File: src/rtl/reel_sequencer_if.sv
`default_nettype none
// ============================================================================
// Module      : reel_sequencer_if
// Description : Game-FSM side bundle of the reel sequencer (spin enables,
//               end-of-game messages, reel letters and round-done pulse).
// Revision    : 1.0 - initial release
// ============================================================================
interface reel_sequencer_if;
   logic [3:0] run;
   logic       end_flag;
   logic [4:0] message0;
   logic [4:0] message1;
   logic [4:0] message2;
   logic [4:0] message3;
   logic [3:0] letter0;
   logic [3:0] letter1;
   logic [3:0] letter2;
   logic [3:0] letter3;
   logic       round_done;

   modport master (
      output run, end_flag, message0, message1, message2, message3,
      input  letter0, letter1, letter2, letter3, round_done
   );

   modport slave (
      input  run, end_flag, message0, message1, message2, message3,
      output letter0, letter1, letter2, letter3, round_done
   );
endinterface
`default_nettype wire

File: src/rtl/reel_sequencer.sv
`default_nettype none
// ============================================================================
// Module      : reel_sequencer
// Description : Four reel letter registers stepped by one shared incrementer,
//               plus a 4-digit display scanner. Optional macro
//               REEL_LFSR_STEP_EN adds an LFSR-randomised step of 1 or 2.
// Revision    : 1.0 - initial release
// ============================================================================
module reel_sequencer #(
   parameter int CLK_DIV     = 5_000_000,
   parameter int NUM_LETTERS = 10,
   parameter int SCAN_DIV    = 50_000
) (
   input  logic             clk,
   input  logic             reset,
   reel_sequencer_if.slave  bus,
   output logic [3:0]       digit_sel,
   output logic [4:0]       digit_code
);

   localparam int c_PW = (CLK_DIV  > 1) ? $clog2(CLK_DIV)  : 1;
   localparam int c_SW = (SCAN_DIV > 1) ? $clog2(SCAN_DIV) : 1;
   localparam logic [c_PW-1:0] c_PMAX = c_PW'(CLK_DIV - 1);
   localparam logic [c_SW-1:0] c_SMAX = c_SW'(SCAN_DIV - 1);
   localparam logic [4:0]      c_NL   = 5'(NUM_LETTERS);

   logic [c_PW-1:0] r_presc;
   logic [1:0]      r_ptr;
   logic [3:0]      r_letter [4];
   logic [3:0]      r_run_q;
   logic            r_round_done;
   logic [c_SW-1:0] r_scan;
   logic [1:0]      r_idx;
   logic [3:0]      r_digit_sel;
   logic [4:0]      r_digit_code;

   logic            w_tick;
   logic            w_scan_wrap;
   logic [4:0]      w_delta;
   logic [4:0]      w_sum;
   logic [3:0]      w_next;
   logic [4:0]      w_msg [4];

   assign w_tick      = (r_presc == c_PMAX);
   assign w_scan_wrap = (r_scan == c_SMAX);

`ifdef REEL_LFSR_STEP_EN
   logic [7:0] r_lfsr;

   // x^8+x^6+x^5+x^4+1, shifting left with feedback into bit 0
   always_ff @(posedge clk or posedge reset) begin
      if (reset) begin
         r_lfsr <= 8'hA5;
      end else begin
         r_lfsr <= {r_lfsr[6:0], r_lfsr[7] ^ r_lfsr[5] ^ r_lfsr[4] ^ r_lfsr[3]};
      end
   end

   assign w_delta = 5'd1 + {4'd0, r_lfsr[0]};
`else
   assign w_delta = 5'd1;
`endif

   // Shared incrementer: delta is at most 2 so one conditional subtract wraps it
   assign w_sum = {1'b0, r_letter[r_ptr]} + w_delta;

   always_comb begin
      w_next = w_sum[3:0];
      if (w_sum >= c_NL) begin
         w_next = 4'(w_sum - c_NL);
      end
   end

   always_ff @(posedge clk or posedge reset) begin
      if (reset) begin
         r_presc <= '0;
         r_ptr   <= 2'd0;
         for (int i = 0; i < 4; i++) begin
            r_letter[i] <= 4'd0;
         end
      end else begin
         r_presc <= w_tick ? '0 : r_presc + c_PW'(1);
         if (w_tick) begin
            if (bus.run[r_ptr]) begin
               r_letter[r_ptr] <= w_next;
            end
            r_ptr <= r_ptr + 2'd1;
         end
      end
   end

   always_ff @(posedge clk or posedge reset) begin
      if (reset) begin
         r_run_q      <= 4'd0;
         r_round_done <= 1'b0;
      end else begin
         r_run_q      <= bus.run;
         r_round_done <= (r_run_q != 4'd0) && (bus.run == 4'd0);
      end
   end

   assign w_msg[0] = bus.message0;
   assign w_msg[1] = bus.message1;
   assign w_msg[2] = bus.message2;
   assign w_msg[3] = bus.message3;

   always_ff @(posedge clk or posedge reset) begin
      if (reset) begin
         r_scan       <= '0;
         r_idx        <= 2'd0;
         r_digit_sel  <= 4'b0001;
         r_digit_code <= 5'd0;
      end else begin
         r_scan <= w_scan_wrap ? '0 : r_scan + c_SW'(1);
         if (w_scan_wrap) begin
            r_idx <= r_idx + 2'd1;
         end
         r_digit_sel  <= 4'b0001 << r_idx;
         r_digit_code <= bus.end_flag ? w_msg[r_idx] : {1'b0, r_letter[r_idx]};
      end
   end

   assign bus.letter0    = r_letter[0];
   assign bus.letter1    = r_letter[1];
   assign bus.letter2    = r_letter[2];
   assign bus.letter3    = r_letter[3];
   assign bus.round_done = r_round_done;
   assign digit_sel      = r_digit_sel;
   assign digit_code     = r_digit_code;

endmodule
`default_nettype wire

File: src/flat_wrapper.sv
// flat-port wrapper written by rule: the top's interface ports become plain ports
module reel_sequencer_flat 
#(
   parameter int CLK_DIV     = 5_000_000,
   parameter int NUM_LETTERS = 10,
   parameter int SCAN_DIV    = 50_000
)
  (clk, reset, digit_sel, digit_code, bus_run, bus_end_flag, bus_message0, bus_message1, bus_message2, bus_message3, bus_letter0, bus_letter1, bus_letter2, bus_letter3, bus_round_done);
  reel_sequencer_if bus_i ();
  input  logic clk;
  input  logic reset;
  output logic [3:0] digit_sel;
  output logic [4:0] digit_code;
  input wire logic [$bits(bus_i.run)-1:0] bus_run;
  input wire logic [$bits(bus_i.end_flag)-1:0] bus_end_flag;
  input wire logic [$bits(bus_i.message0)-1:0] bus_message0;
  input wire logic [$bits(bus_i.message1)-1:0] bus_message1;
  input wire logic [$bits(bus_i.message2)-1:0] bus_message2;
  input wire logic [$bits(bus_i.message3)-1:0] bus_message3;
  output wire logic [$bits(bus_i.letter0)-1:0] bus_letter0;
  output wire logic [$bits(bus_i.letter1)-1:0] bus_letter1;
  output wire logic [$bits(bus_i.letter2)-1:0] bus_letter2;
  output wire logic [$bits(bus_i.letter3)-1:0] bus_letter3;
  output wire logic [$bits(bus_i.round_done)-1:0] bus_round_done;
  assign bus_i.run = bus_run;
  assign bus_i.end_flag = bus_end_flag;
  assign bus_i.message0 = bus_message0;
  assign bus_i.message1 = bus_message1;
  assign bus_i.message2 = bus_message2;
  assign bus_i.message3 = bus_message3;
  assign bus_letter0 = bus_i.letter0;
  assign bus_letter1 = bus_i.letter1;
  assign bus_letter2 = bus_i.letter2;
  assign bus_letter3 = bus_i.letter3;
  assign bus_round_done = bus_i.round_done;
  reel_sequencer #(.CLK_DIV(CLK_DIV), .NUM_LETTERS(NUM_LETTERS), .SCAN_DIV(SCAN_DIV)) u_core (.clk(clk), .reset(reset), .bus(bus_i), .digit_sel(digit_sel), .digit_code(digit_code));
endmodule
File: config.mk
export PLATFORM = sky130hd
export DESIGN_NAME = reel_sequencer_flat
export DESIGN_NICKNAME = d
export VERILOG_FILES = /design/src/rtl/reel_sequencer_if.sv /design/src/rtl/reel_sequencer.sv /design/src/flat_wrapper.sv
export SDC_FILE = /design/constraint.sdc
export NUM_CORES = 1
export LEC_CHECK = 0
export BUFFER_PORTS_ARGS = -buffer_cell sky130_fd_sc_hd__buf_4
export CAP_MARGIN = 20
export CELL_PAD_IN_SITES_DETAIL_PLACEMENT = 0
export CELL_PAD_IN_SITES_GLOBAL_PLACEMENT = 1
export CORE_UTILIZATION = 46
export CTS_CLUSTER_DIAMETER = 40
export DETAILED_ROUTE_END_ITERATION = 6
export PLACE_DENSITY = 0.87
export SYNTH_ARGS = -nofsm -noshare
export SYNTH_HDL_FRONTEND = slang
export SYNTH_SLANG_ARGS = --single-unit
File: constraint.sdc
create_clock -name clk -period 4.05 [get_ports clk]
set_clock_uncertainty 0.2 [all_clocks]
set_input_delay 0.405 -clock clk [delete_from_list [all_inputs] [get_ports clk]]
set_output_delay 0.405 -clock clk [all_outputs]
set_load 0.1 [all_outputs]
==> results of run 1 <==
[what timing repair did]
action,CTS,global route
hold buffers,5,0
resized for setup,0,0
endpoints found under the hold margin,27,0
[cells by family (layout without fill, tap and decap cells)]
group | Yosys count | count (layout)
and+or+nand+nor | 114 | 114
DFF | 73 | 73
muxes | 37 | 37
xor gates and xnor gates | 36 | 36
buffers and inverters | 22 | 85
AOI/OAI and AO/OA | 17 | 17
adders and majority gates | 13 | 13
[flip-flops by register name, indices dropped and copies added (netlist names), 4 cells and up]
register            cells
u_core.digit_sel        4
u_core.digit_code       5
u_core.bus.letter2      4
u_core.r_scan          16
u_core.r_presc         23
u_core.bus.letter1      4
u_core.r_run_q          4
u_core.bus.letter0      4
u_core.bus.letter3      4
[placed cells by master, fill, tap and decap left out, drive strengths merged, types with 6 or more instances in the layout]
master / n
dfrtp: 72
buf: 53
nor2: 27
xnor2: 19
nand3: 18
xor2: 17
mux2: 17
mux4: 13
ha: 13
nand2: 12
inv: 12
and3: 11
clkbuf: 10
nand4: 10
and4: 9
mux2i: 7
o21ai: 7
nor3: 6
[area by class of cell]
class | count | area (um2) | area share (%)
flip-flops and latches | 73 | 1830 | 40.6
well taps | 102 | 128 | 2.83
repair buffers | 58 | 448 | 9.95
clock buffers | 10 | 138 | 3.06
multi-input cells | 217 | 1850 | 41.2
clock inverters | 6 | 66.3 | 1.47
inverters | 11 | 41.3 | 0.917
[critical path: cells and delay by family (launching register included)]
| kind | cells | cell delay, ns |
|---|---|---|
| mux | 3 | 0.72 |
| fa+ha+maj | 2 | 0.46 |
| compound gates | 3 | 0.67 |
| xor+xnor | 1 | 0.23 |
| buf+inv | 2 | 0.18 |
| flops | 1 | 0.63 |
[worst min-delay path by stage]
| stage | slack, ns | to | depth (start not counted) | start |
|---|---|---|---|---|
| after CTS | 0.12 | u_core.digit_code[4]$_DFF_PP0_ | 2 | bus_end_flag |
| after global placement | 0.25 | u_core.r_scan[0]$_DFF_PP0_ | 1 | u_core.r_scan[0]$_DFF_PP0_ |
| after global routing | 0.12 | u_core.digit_code[4]$_DFF_PP0_ | 2 | bus_end_flag |
| after floorplan | 0.23 | u_core.r_scan[0]$_DFF_PP0_ | 1 | u_core.r_scan[0]$_DFF_PP0_ |
| final | 0.13 | u_core.digit_code[4]$_DFF_PP0_ | 2 | bus_end_flag |
| after detailed placement | 0.25 | u_core.bus.round_done$_DFF_PP0_ | 2 | u_core.r_run_q[2]$_DFF_PP0_ |
[power by group]
part	total, W	switching [W]	internal (W)
sequential	0.000734	0.00000122	0.000733
combinational	0.0000729	0.0000433	0.0000296
clock	0.000586	0.000282	0.000304
total	0.00139	0.000327	0.00107
[per-stage QoR]
step	hold WS (ns)	total power, W
2_1_floorplan	0.233	0.000788
3_3_place_gp	0.248	0.000818
3_5_place_dp	0.254	0.000819
4_1_cts	0.118	0.00141
5_1_grt	0.117	0.00145
6_report	0.126	0.00139
[routing by layer]
metal  track usage (%)  up-vias
li1                  -     1238
met1              25.1     1265
met2              30.2       63
met3              3.04       15
met4              9.38        0
met5                 0        -
==> reports/qor.txt, run 1 <==
RUN STATUS
----------------------------------------------------------------------------------
Outcome ............................................................. complete, no violations

DIE
----------------------------------------------------------------------------------
Die H ...............................................................      92.6 um
Count of boundary I/O pins ..........................................           53
Number of rows in the core area .....................................           32
Initial standard-cell utilization of the core .......................        48.1%
Chip width ..........................................................      92.6 um
Die Footprint .......................................................  0.00857 mm2
Area of the core ....................................................  0.00785 mm2

TIMING
----------------------------------------------------------------------------------
Final-layout setup total negative slack .............................         0 ns
RSZ-0062 raised after global routing ................................        false
Fin worst setup slack ...............................................     0.842 ns
Achievable Freq .....................................................    0.312 GHz
Crit path time final ................................................      3.21 ns
Slew Limit Headroom .................................................        32.7%
Fraction of the cycle the final worst path needs ....................        79.2%
Final setup violation count .........................................            0
Slew of the pin with the lowest slew margin .........................      1.01 ns
Final Max Tran Viols ................................................            0
Final Hold Violating Endpoints ......................................            0

SETUP PATH
----------------------------------------------------------------------------------
CP peak stage delay .................................................      0.63 ns
WS Path Type ........................................................      reg2reg
Worst path arrival time .............................................      3.24 ns
Critical path peak fanout ...........................................            9
Critical Path Start ................................................. u_core.r_ptr[0]$_DFFE_PP0N_
Crit start category .................................................    flip-flop
Terminus of the critical flop-to-flop path .......................... u_core.bus.letter0[2]$_DFFE_PP0P_
Crit-path most repeated cell ........................................         ha_1
CP max-delay cell ...................................................      dfrtp_1
R2r setup slk .......................................................      0.84 ns
Capture point of the worst path ..................................... u_core.bus.letter0[2]$_DFFE_PP0P_
Data required time of the critical path .............................      4.08 ns
Setup crit end kind .................................................    flip-flop
Worst-case reg-to-reg path depth ....................................           11
Cell chain of the critical path ..................................... mux2_1, o21ai_1, inv_2, ha_1, xnor2_4, ha_1, inv_1, o21ai_0, mux2i_1, o221a_2, mux2_4
Beginning of the worst register-to-register path .................... u_core.r_ptr[0]$_DFFE_PP0N_

ROUTE
----------------------------------------------------------------------------------
Routed length on met2 ...............................................      3.52 mm
Post-detailed-route wirelength per cell .............................      15.5 um
Drt pass-1 iters ....................................................            6
Vias per cell .......................................................         5.41
Initial DRC Count ...................................................          121
Top layer used by detailed routing ..................................         met4
Post-route met1 wirelength ..........................................      3.40 mm
Routed length on met3 ...............................................       302 um
Final wirelength ....................................................      7.38 mm
DR vias .............................................................         2581
DRC violations left .................................................            0
Remaining number of nets flagged by the antenna check after routing .            0

CLOCK NETWORK
----------------------------------------------------------------------------------
Number of buffers between clock root and the deepest sink ...........            2
H-tree levels .......................................................            3
Number of sinks handled by clock tree synthesis .....................           73
CTS clock-pin slew for the worst setup and hold paths ...............      0.08 ns
Worst skew pair latency .............................................      0.35 ns
Number of post-CTS setup repair buffers .............................            0
Clock root buffer master ............................................     clkbuf_8
CTS buffer count ....................................................            9
TritonCTS clock tree ................................................         done

GLOBAL ROUTING
----------------------------------------------------------------------------------
Largest net degree at the start of global routing ...................           50
Vias in the first global route ......................................         2619
Sum of overflow across all layers after global routing ..............            0
First-pass GRT wire length ..........................................      12.7 mm
Initial antenna violation count .....................................            0
Overall routing resource usage ......................................        19.0%

SYNTHESIS
----------------------------------------------------------------------------------
Portion of synthesized cell area occupied by the leading cell type ..        47.7%
Cell types with the highest counts after synthesis .................. dfrtp_1 (72), nor2_1 (27), nand3_1 (18), xnor2_1 (17), xor2_1 (17)
Mean post-synth cell area ...........................................     12.1 um2
Post-Synth XOR/XNOR Area ............................................        9.35%
Dominant combinational cell family by area after synthesis .......... simple AND/OR/NAND/NOR gates
Cell accounting for the most synthesized area .......................      dfrtp_1
Async set or reset register ratio after synthesis ...................         100%
Cell count after synthesis ..........................................          312
Synth Area in Compound Gates ........................................        2.85%
EDFF count, synth ...................................................            0
Fraction of synthesized area in multiplexers ........................        15.1%
Syn nets ............................................................          352
Sequential share of the synthesized area ............................        48.4%
Warning count from the yosys run ....................................            0
Number of different library cells in the post-synthesis netlist .....           43
Cell area after synthesis ...........................................  0.00377 mm2
Most common flop cell mapped by yosys ...............................      dfrtp_1
Library cell with the highest instance count after synthesis ........      dfrtp_1
Number of synthesized register bits .................................           73
Post-synthesis simple-gate area fraction ............................        17.5%
Synth area leaders .................................................. dfrtp_1 (48%), mux4_2 (7.8%), ha_1 (4.3%), xnor2_1 (3.9%), xor2_1 (3.9%)
Fraction of the mapped netlist area in adder cells ..................        4.31%

CELLS AND AREA
----------------------------------------------------------------------------------
Layout filler cell count ............................................          651
Share of post-route cells with drive strength above 1 ...............        29.3%
Final cell utilization of the core ..................................        57.4%
Layout overhead on the synthesized area .............................        19.3%
Final instance area .................................................  0.00450 mm2
Number of non-filler instances in the completed layout ..............          477
Antenna cells .......................................................            0
Layout net count ....................................................          410

POWER
----------------------------------------------------------------------------------
Highest ir drop seen on vdd .........................................     0.117 mV
Cell area power density .............................................   309 mW/mm2
Cell leakage power ..................................................      2.08 nW

PLACE
----------------------------------------------------------------------------------
HPWL after detailed placement .......................................      5.16 mm
Placed cell areas ...................................................  0.00425 mm2
Worst slack at placement ............................................     0.861 ns
Number of placed cells counting well taps ...........................          456
Final RePlAce weighted congestion ...................................        0.862
Port bufs ...........................................................           52

WORST HOLD PATH
----------------------------------------------------------------------------------
Kind of path behind the tightest hold check .........................       in2reg

JOB
----------------------------------------------------------------------------------
Max Cap Viol ........................................................            0

Note: power is estimated with default switching activity, not from simulation.
==> run 2: changes to the inputs <==
- CORE_UTILIZATION: 46 -> 42
- PLACE_DENSITY: 0.87 -> 0.84
- clock period: 4.05 -> 2.8 ns (I/O delays scaled with it)
==> reports/qor.txt, run 2 (synthesis gave the netlist of run 1 again) <==
TIMING
----------------------------------------------------------------------------------------
Final-layout setup total negative slack ...................................         0 ns   unchanged
Slew of the pin with the lowest slew margin ...............................     0.611 ns   -0.395 ns
Crit path time final ......................................................      2.71 ns   -0.494 ns
Post-route worst hold slack ...............................................     0.158 ns   +0.0316 ns
Final Max Tran Viols ......................................................            0   unchanged
Slew Limit Headroom .......................................................        59.2%   +27 points
Final Hold Violating Endpoints ............................................            0   unchanged
RSZ-0062 raised after global routing ......................................        false
Achievable Freq ...........................................................    0.368 GHz   +18%
Final setup violation count ...............................................            0   unchanged
Fraction of the cycle the final worst path needs ..........................        96.9%   +18 points

PLACE
----------------------------------------------------------------------------------------
Port bufs .................................................................           52   unchanged
Final RePlAce weighted congestion .........................................        0.796   -7.6%
HPWL after detailed placement .............................................      5.37 mm   +4.2%
Placed cell areas .........................................................  0.00435 mm2   +2.4%

SETUP PATH
----------------------------------------------------------------------------------------
Worst-case reg-to-reg path depth ..........................................           10   -1
R2r setup slk .............................................................      0.09 ns   -0.76 ns
Critical Path Start ....................................................... u_core.r_ptr[0]$_DFFE_PP0N_
CP max-delay cell .........................................................      dfrtp_2
WS Path Type ..............................................................      reg2reg
Crit start category .......................................................    flip-flop
Capture point of the worst path ........................................... u_core.bus.letter1[2]$_DFFE_PP0P_
Critical path peak fanout .................................................            6   -3
Category of cells accounting for the largest share of critical-path delay . multiplexers
Cell chain of the critical path ........................................... mux2_4, o21ai_4, inv_2, ha_1, ha_2, inv_2, o21bai_1, mux2i_1, o221a_2, mux2_4
Terminus of the critical flop-to-flop path ................................ u_core.bus.letter1[2]$_DFFE_PP0P_
Cell count along the critical path ........................................           10   -1
Worst path arrival time ...................................................      2.74 ns   -0.50 ns
Setup crit end kind .......................................................    flip-flop
Beginning of the worst register-to-register path .......................... u_core.r_ptr[0]$_DFFE_PP0N_
CP peak stage delay .......................................................      0.46 ns   -0.17 ns
Data required time of the critical path ...................................      2.83 ns   -1.25 ns
Worst path bufs/invs ......................................................            2   unchanged

GLOBAL ROUTING
----------------------------------------------------------------------------------------
GRT met3 Usage ............................................................        3.40%   +0.36 points
Global route hottest layer ................................................         met2
Met1 GRT Util .............................................................        22.7%   -2.4 points
Largest net degree at the start of global routing .........................           48   -4.0%
Vias in the first global route ............................................         2629   +0.38%
Initial antenna violation count ...........................................            0   unchanged
Sum of overflow across all layers after global routing ....................            0   unchanged
Overall routing resource usage ............................................        17.1%   -1.9 points
First-pass GRT wire length ................................................      12.8 mm   +0.93%
Global-route met2 utilization .............................................        27.1%   -3.2 points

CELLS AND AREA
----------------------------------------------------------------------------------------
Layout filler cell count ..................................................          742   +14%
Layout overhead on the synthesized area ...................................        23.0%
Largest register FFs ......................................................           23   unchanged
Most used cells in the layout excluding fill and tap cells ................ buf_4 (59), dfrtp_1 (59), nor2_1 (27)
Final instance area .......................................................  0.00464 mm2   +3.1%
Share of post-route cells with drive strength above 1 .....................        34.7%   +5.4 points
Layout net count ..........................................................          418   +2.0%
Final cell utilization of the core ........................................        53.2%   -4.2 points
Antenna cells .............................................................            0   unchanged
Top register by number of flip-flops ...................................... u_core.r_presc

ROUTE
----------------------------------------------------------------------------------------
Vias per cell .............................................................         5.36   -1.0%
Initial DRC Count .........................................................           98   -19%
Final wirelength ..........................................................      7.49 mm   +1.4%
Drt pass-1 iters ..........................................................            4   -2
Post-detailed-route wirelength per cell ...................................      15.2 um   -1.5%
DRC violations left .......................................................            0   unchanged
Remaining number of nets flagged by the antenna check after routing .......            0   unchanged
DR vias ...................................................................         2630   +1.9%

CLOCK NETWORK
----------------------------------------------------------------------------------------
CTS clock-pin slew for the worst setup and hold paths .....................      0.08 ns   about the same
Worst skew pair latency ...................................................      0.35 ns   about the same
TritonCTS clock tree ......................................................         done
Number of buffers between clock root and the deepest sink .................            2   unchanged
CTS buffer count ..........................................................            9   unchanged
Clock root buffer master ..................................................     clkbuf_8
Number of sinks handled by clock tree synthesis ...........................           73   unchanged
H-tree levels .............................................................            3   unchanged

WORST HOLD PATH
----------------------------------------------------------------------------------------
Kind of path behind the tightest hold check ...............................       in2reg
Startpoint of the lowest-slack hold path .................................. bus_message2[4]

POWER
----------------------------------------------------------------------------------------
Cell leakage power ........................................................      2.10 nW   +0.74%
Cell area power density ...................................................   448 mW/mm2   +45%
Highest ir drop seen on vdd ...............................................     0.268 mV   +130%

RUN STATUS
----------------------------------------------------------------------------------------
Outcome ................................................................... complete, no violations

DIE
----------------------------------------------------------------------------------------
Number of rows in the core area ...........................................           34   +6.3%
Area of the core ..........................................................  0.00872 mm2   +11%
Chip width ................................................................      96.8 um   +4.6%
Count of boundary I/O pins ................................................           53   unchanged
Die Footprint .............................................................  0.00937 mm2   +9.3%
Initial standard-cell utilization of the core .............................        43.3%   -4.8 points
Die H .....................................................................      96.8 um   +4.6%

JOB
----------------------------------------------------------------------------------------
Max Cap Viol ..............................................................            0   unchanged

-- run 2: worst min path at each step --
stage	endpoint	slack (ns)	cells after the start
2_1_floorplan	u_core.r_run_q[0]$_DFF_PP0_	0.11	0
3_3_place_gp	u_core.r_presc[9]$_DFF_PP0_	0.19	2
3_5_place_dp	u_core.r_presc[9]$_DFF_PP0_	0.21	2
4_1_cts	u_core.digit_code[4]$_DFF_PP0_	0.14	3
5_1_grt	u_core.digit_code[4]$_DFF_PP0_	0.17	3
6_report	u_core.digit_code[4]$_DFF_PP0_	0.16	3
-- run 2: area by class of cell --
type                            count  area [um2]  area share [%]
Sequential cell                    73        1840            39.7
Clock inverter                      5        81.3            1.75
Inverter                           11        41.3           0.890
Clock buffer                       11         131            2.83
Timing Repair Buffer               66         523            11.3
Multi-Input combinational cell    217        1880            40.6
Tap cell                          108         135            2.91
-- run 2: worst reg2reg max path: cells and delay by family, from the launching register on --
family	cells	cell delay, ns
mux	3	0.68
flops	1	0.46
compound gates	3	0.55
fa+ha+maj	2	0.55
buf+inv	2	0.14
-- run 2: metal layers --
metal	share of wire [%]	routed length, um
met4	2.1	157
met5	0	0
met1	45	3380
met2	49	3640
met3	4.0	301
-- run 2: where the power goes --
part | internal [W] | switching (W)
clock network | 0.000503 | 0.000403
registers | 0.00106 | 0.00000204
logic | 0.0000456 | 0.0000633
total | 0.00161 | 0.000468
-- run 2: metrics by stage --
step	setup slack [ns]	power, W	std cells
floorplan	-0.00434	0.00114	312
global placement	0.100	0.00119	467
detailed placement	0.0148	0.00119	467
CTS	0.00252	0.00210	489
global route	0.0193	0.00215	491
finish	0.0859	0.00208	491
-- run 2: repair_timing --
action,in CTS,in global routing
setup buffers,0,2
hold buffers,6,0
endpoints found under the hold margin,32,0
gates resized for setup,0,1
endpoints found under the setup margin,0,8
==> run 3: changes to the inputs <==
--- a/config.mk
+++ b/config.mk
@@ -11,4 +11,5 @@
 export CELL_PAD_IN_SITES_GLOBAL_PLACEMENT = 1
 export CORE_UTILIZATION = 42
+export CTS_BUF_LIST = sky130_fd_sc_hd__clkbuf_16
 export CTS_CLUSTER_DIAMETER = 40
 export DETAILED_ROUTE_END_ITERATION = 6
==> constraint.sdc (replaced) <==
create_clock -name clk -period 2.8 [get_ports clk]
set_clock_uncertainty 0.2 [all_clocks]
set_input_delay 0 -clock clk [delete_from_list [all_inputs] [get_ports clk]]
set_output_delay 0 -clock clk [all_outputs]
set_load 0.1 [all_outputs]
==> reports/qor.txt, run 3 (synthesis gave the netlist of run 1 again) <==
RUN STATUS
----------------------------------------------------------------------------------------
Outcome ................................................................... complete, no violations

DIE
----------------------------------------------------------------------------------------
Initial standard-cell utilization of the core .............................        43.3%   unchanged
Die Footprint .............................................................  0.00937 mm2   unchanged
Die H .....................................................................      96.8 um   unchanged
Count of boundary I/O pins ................................................           53   unchanged
Area of the core ..........................................................  0.00872 mm2   unchanged
Chip width ................................................................      96.8 um   unchanged
Number of rows in the core area ...........................................           34   unchanged

PLACE
----------------------------------------------------------------------------------------
Placed cell areas .........................................................  0.00435 mm2   unchanged
Final RePlAce weighted congestion .........................................        0.780   -2.1%
Worst slack at placement ..................................................   -0.0153 ns   -0.0301 ns
Port bufs .................................................................           52   unchanged
HPWL after detailed placement .............................................      5.40 mm   +0.60%

SETUP PATH
----------------------------------------------------------------------------------------
Data required time of the critical path ...................................      2.81 ns   -0.02 ns
Cell chain of the critical path ........................................... buf_4, mux4_2, xnor2_4, ha_2, inv_4, o21bai_1, mux2i_1, o221a_2, mux2_4
Critical Path Start ....................................................... u_core.r_ptr[0]$_DFFE_PP0N_
CP max-delay cell .........................................................       mux4_2
Worst path bufs/invs ......................................................            2   unchanged
Category of cells accounting for the largest share of critical-path delay . multiplexers
Worst path arrival time ...................................................      2.72 ns   -0.02 ns
Beginning of the worst register-to-register path .......................... u_core.r_ptr[0]$_DFFE_PP0N_
CP peak stage delay .......................................................      0.58 ns   +0.12 ns
Critical path peak fanout .................................................            6   unchanged
Cell count along the critical path ........................................            9   -1
WS Path Type ..............................................................      reg2reg
Worst-case reg-to-reg path depth ..........................................            9   -1
Crit start category .......................................................    flip-flop
Setup crit end kind .......................................................    flip-flop

POWER
----------------------------------------------------------------------------------------
Tot Pwr ...................................................................    0.00257 W   +24%
Net Switching .............................................................   0.000500 W   +6.7%
Cell area power density ...................................................   523 mW/mm2   +17%
Portion of total power attributed to the clock network ....................        54.0%   +10 points
Share of power burned in registers ........................................        41.4%   -9.7 points
Cell leakage power ........................................................      2.23 nW   +6.1%
Internal ..................................................................    0.00207 W   +29%
Highest ir drop seen on vdd ...............................................     0.305 mV   +14%
Portion of total power attributed to combinational logic ..................         4.6%   -0.6 points
Switching Share ...........................................................        19.4%   -3.1 points

TIMING
----------------------------------------------------------------------------------------
Post-route worst hold slack ...............................................     0.126 ns   -0.0316 ns
Crit path time final ......................................................      2.70 ns   -0.0108 ns
Final Max Tran Viols ......................................................            0   unchanged
Final Hold Violating Endpoints ............................................            0   unchanged
Fraction of the cycle the final worst path needs ..........................        96.5%   -0.39 points
Slew of the pin with the lowest slew margin ...............................     0.768 ns   +0.158 ns
RSZ-0062 raised after global routing ......................................         true
Achievable Freq ...........................................................    0.370 GHz   +0.40%
Final setup violation count ...............................................            0   unchanged
Fin worst setup slack .....................................................    0.0967 ns   +0.0108 ns
Slew Limit Headroom .......................................................        48.7%   -11 points

ROUTE
----------------------------------------------------------------------------------------
Post-detailed-route wirelength per cell ...................................      15.5 um   +1.4%
DR vias ...................................................................         2637   +0.27%
Vias per cell .............................................................         5.25   -1.9%
DRC violations left .......................................................            0   unchanged
Initial DRC Count .........................................................          113   +15%
Final wirelength ..........................................................      7.76 mm   +3.7%
Remaining number of nets flagged by the antenna check after routing .......            0   unchanged
Drt pass-1 iters ..........................................................            4   unchanged

CLOCK NETWORK
----------------------------------------------------------------------------------------
CTS clock-pin slew for the worst setup and hold paths .....................      0.06 ns   -0.02 ns
H-tree levels .............................................................            3   unchanged
Worst skew pair latency ...................................................      0.33 ns   -0.02 ns
Number of sinks handled by clock tree synthesis ...........................           73   unchanged
TritonCTS clock tree ......................................................         done
Number of buffers between clock root and the deepest sink .................            2   unchanged
CTS buffer count ..........................................................            9   unchanged
Clock root buffer master ..................................................    clkbuf_16

WORST HOLD PATH
----------------------------------------------------------------------------------------
Number of stages on the worst hold path ...................................            2   -1
Kind of path behind the tightest hold check ...............................       in2reg
Startpoint of the lowest-slack hold path ..................................   bus_run[1]

CELLS AND AREA
----------------------------------------------------------------------------------------
Most common cell after layout, fill and taps aside ........................        buf_4
Most used cells in the layout excluding fill and tap cells ................ buf_4 (61), dfrtp_1 (59), nor2_1 (27)
Top register by number of flip-flops ...................................... u_core.r_presc
Layout overhead on the synthesized area ...................................        30.2%
Share of post-route cells with drive strength above 1 .....................        34.8%   +0.046 points
Largest register FFs ......................................................           23   unchanged
Final instance area .......................................................  0.00491 mm2   +5.9%
Antenna cells .............................................................            0   unchanged
Layout net count ..........................................................          429   +2.6%
Layout filler cell count ..................................................          719   -3.1%

JOB
----------------------------------------------------------------------------------------
Max Cap Viol ..............................................................            0   unchanged

GLOBAL ROUTING
----------------------------------------------------------------------------------------
Overall routing resource usage ............................................        17.7%   +0.59 points
Vias in the first global route ............................................         2694   +2.5%
Initial antenna violation count ...........................................            0   unchanged
Sum of overflow across all layers after global routing ....................            0   unchanged
First-pass GRT wire length ................................................      13.2 mm   +3.3%
Largest net degree at the start of global routing .........................           40   -17%

run 3: changes by cell type in the layout (fill, tap and decap cells not counted), sizes merged:
| cell | previous run | this run |
|---|---|---|
| bufinv | 2 | 4 |
| clkinv | 2 | 1 |
| buf | 60 | 62 |
| clkbuf | 11 | 9 |
| inv | 11 | 13 |
| dlygate4sd3 | 6 | 15 |
| clkinvlp | 1 | 0 |
run 3: power by group through the flow:
stage,Clock [W],Sequential (W),Combinational (W)
final,0.00139,0.00106,0.000119
after global routing,0.00146,0.00106,0.000128
after CTS,0.00142,0.00106,0.000122
after detailed placement,0,0.00108,0.000105
after global placement,0,0.00108,0.000103
after floorplan,0,0.00111,0.0000265
run 3: area by class of cell:
type                       count  area [um2]  share of cell area, %
clock buffer                   9         225                   4.58
clock inverter                 7         136                   2.78
inverter                      11        46.3                  0.942
multi-input combinational    217        1900                   38.6
sequential                    73        1840                   37.5
tap                          108         135                   2.75
timing repair buffer          77         628                   12.8
run 3: final timing paths:
kind	end	slack, ns
max reg2reg	u_core.bus.letter1[2]$_DFFE_PP0P_	0.1
max in group asynchronous	u_core.digit_sel[0]$_DFF_PP1_	1.50
min in group asynchronous	u_core.r_presc[0]$_DFF_PP0_	0.17
min	u_core.r_run_q[1]$_DFF_PP0_	0.13
min reg2reg	u_core.r_scan[0]$_DFF_PP0_	0.26
max	u_core.bus.letter1[2]$_DFFE_PP0P_	0.1
run 3: what timing repair did:
| item | in CTS | in global routing |
|---|---|---|
| hold endpoints to repair | 44 | 0 |
| setup buffers | 0 | 4 |
| endpoints found under the setup margin | 4 | 4 |
| resized for setup | 1 | 4 |
| cloned | 0 | 0 |
| hold buffers | 15 | 0 |
run 3: metrics by stage:
step           cells  utilization [%]  setup TNS, ns
2_1_floorplan    312                -        -0.0174
6_report         502             56.3              0
4_1_cts          498             55.8              0
5_1_grt          502             56.3              0
3_5_place_dp     467             49.9        -0.0475
3_3_place_gp     467             49.9              0
run 3: routing by layer:
layer,share of wire (%),GRT usage [%],wire [um]
met1,47,23.7,3660
met2,48,27.6,3710
met3,2.9,3.76,225
met4,2.1,8.04,165
met5,0,0,0
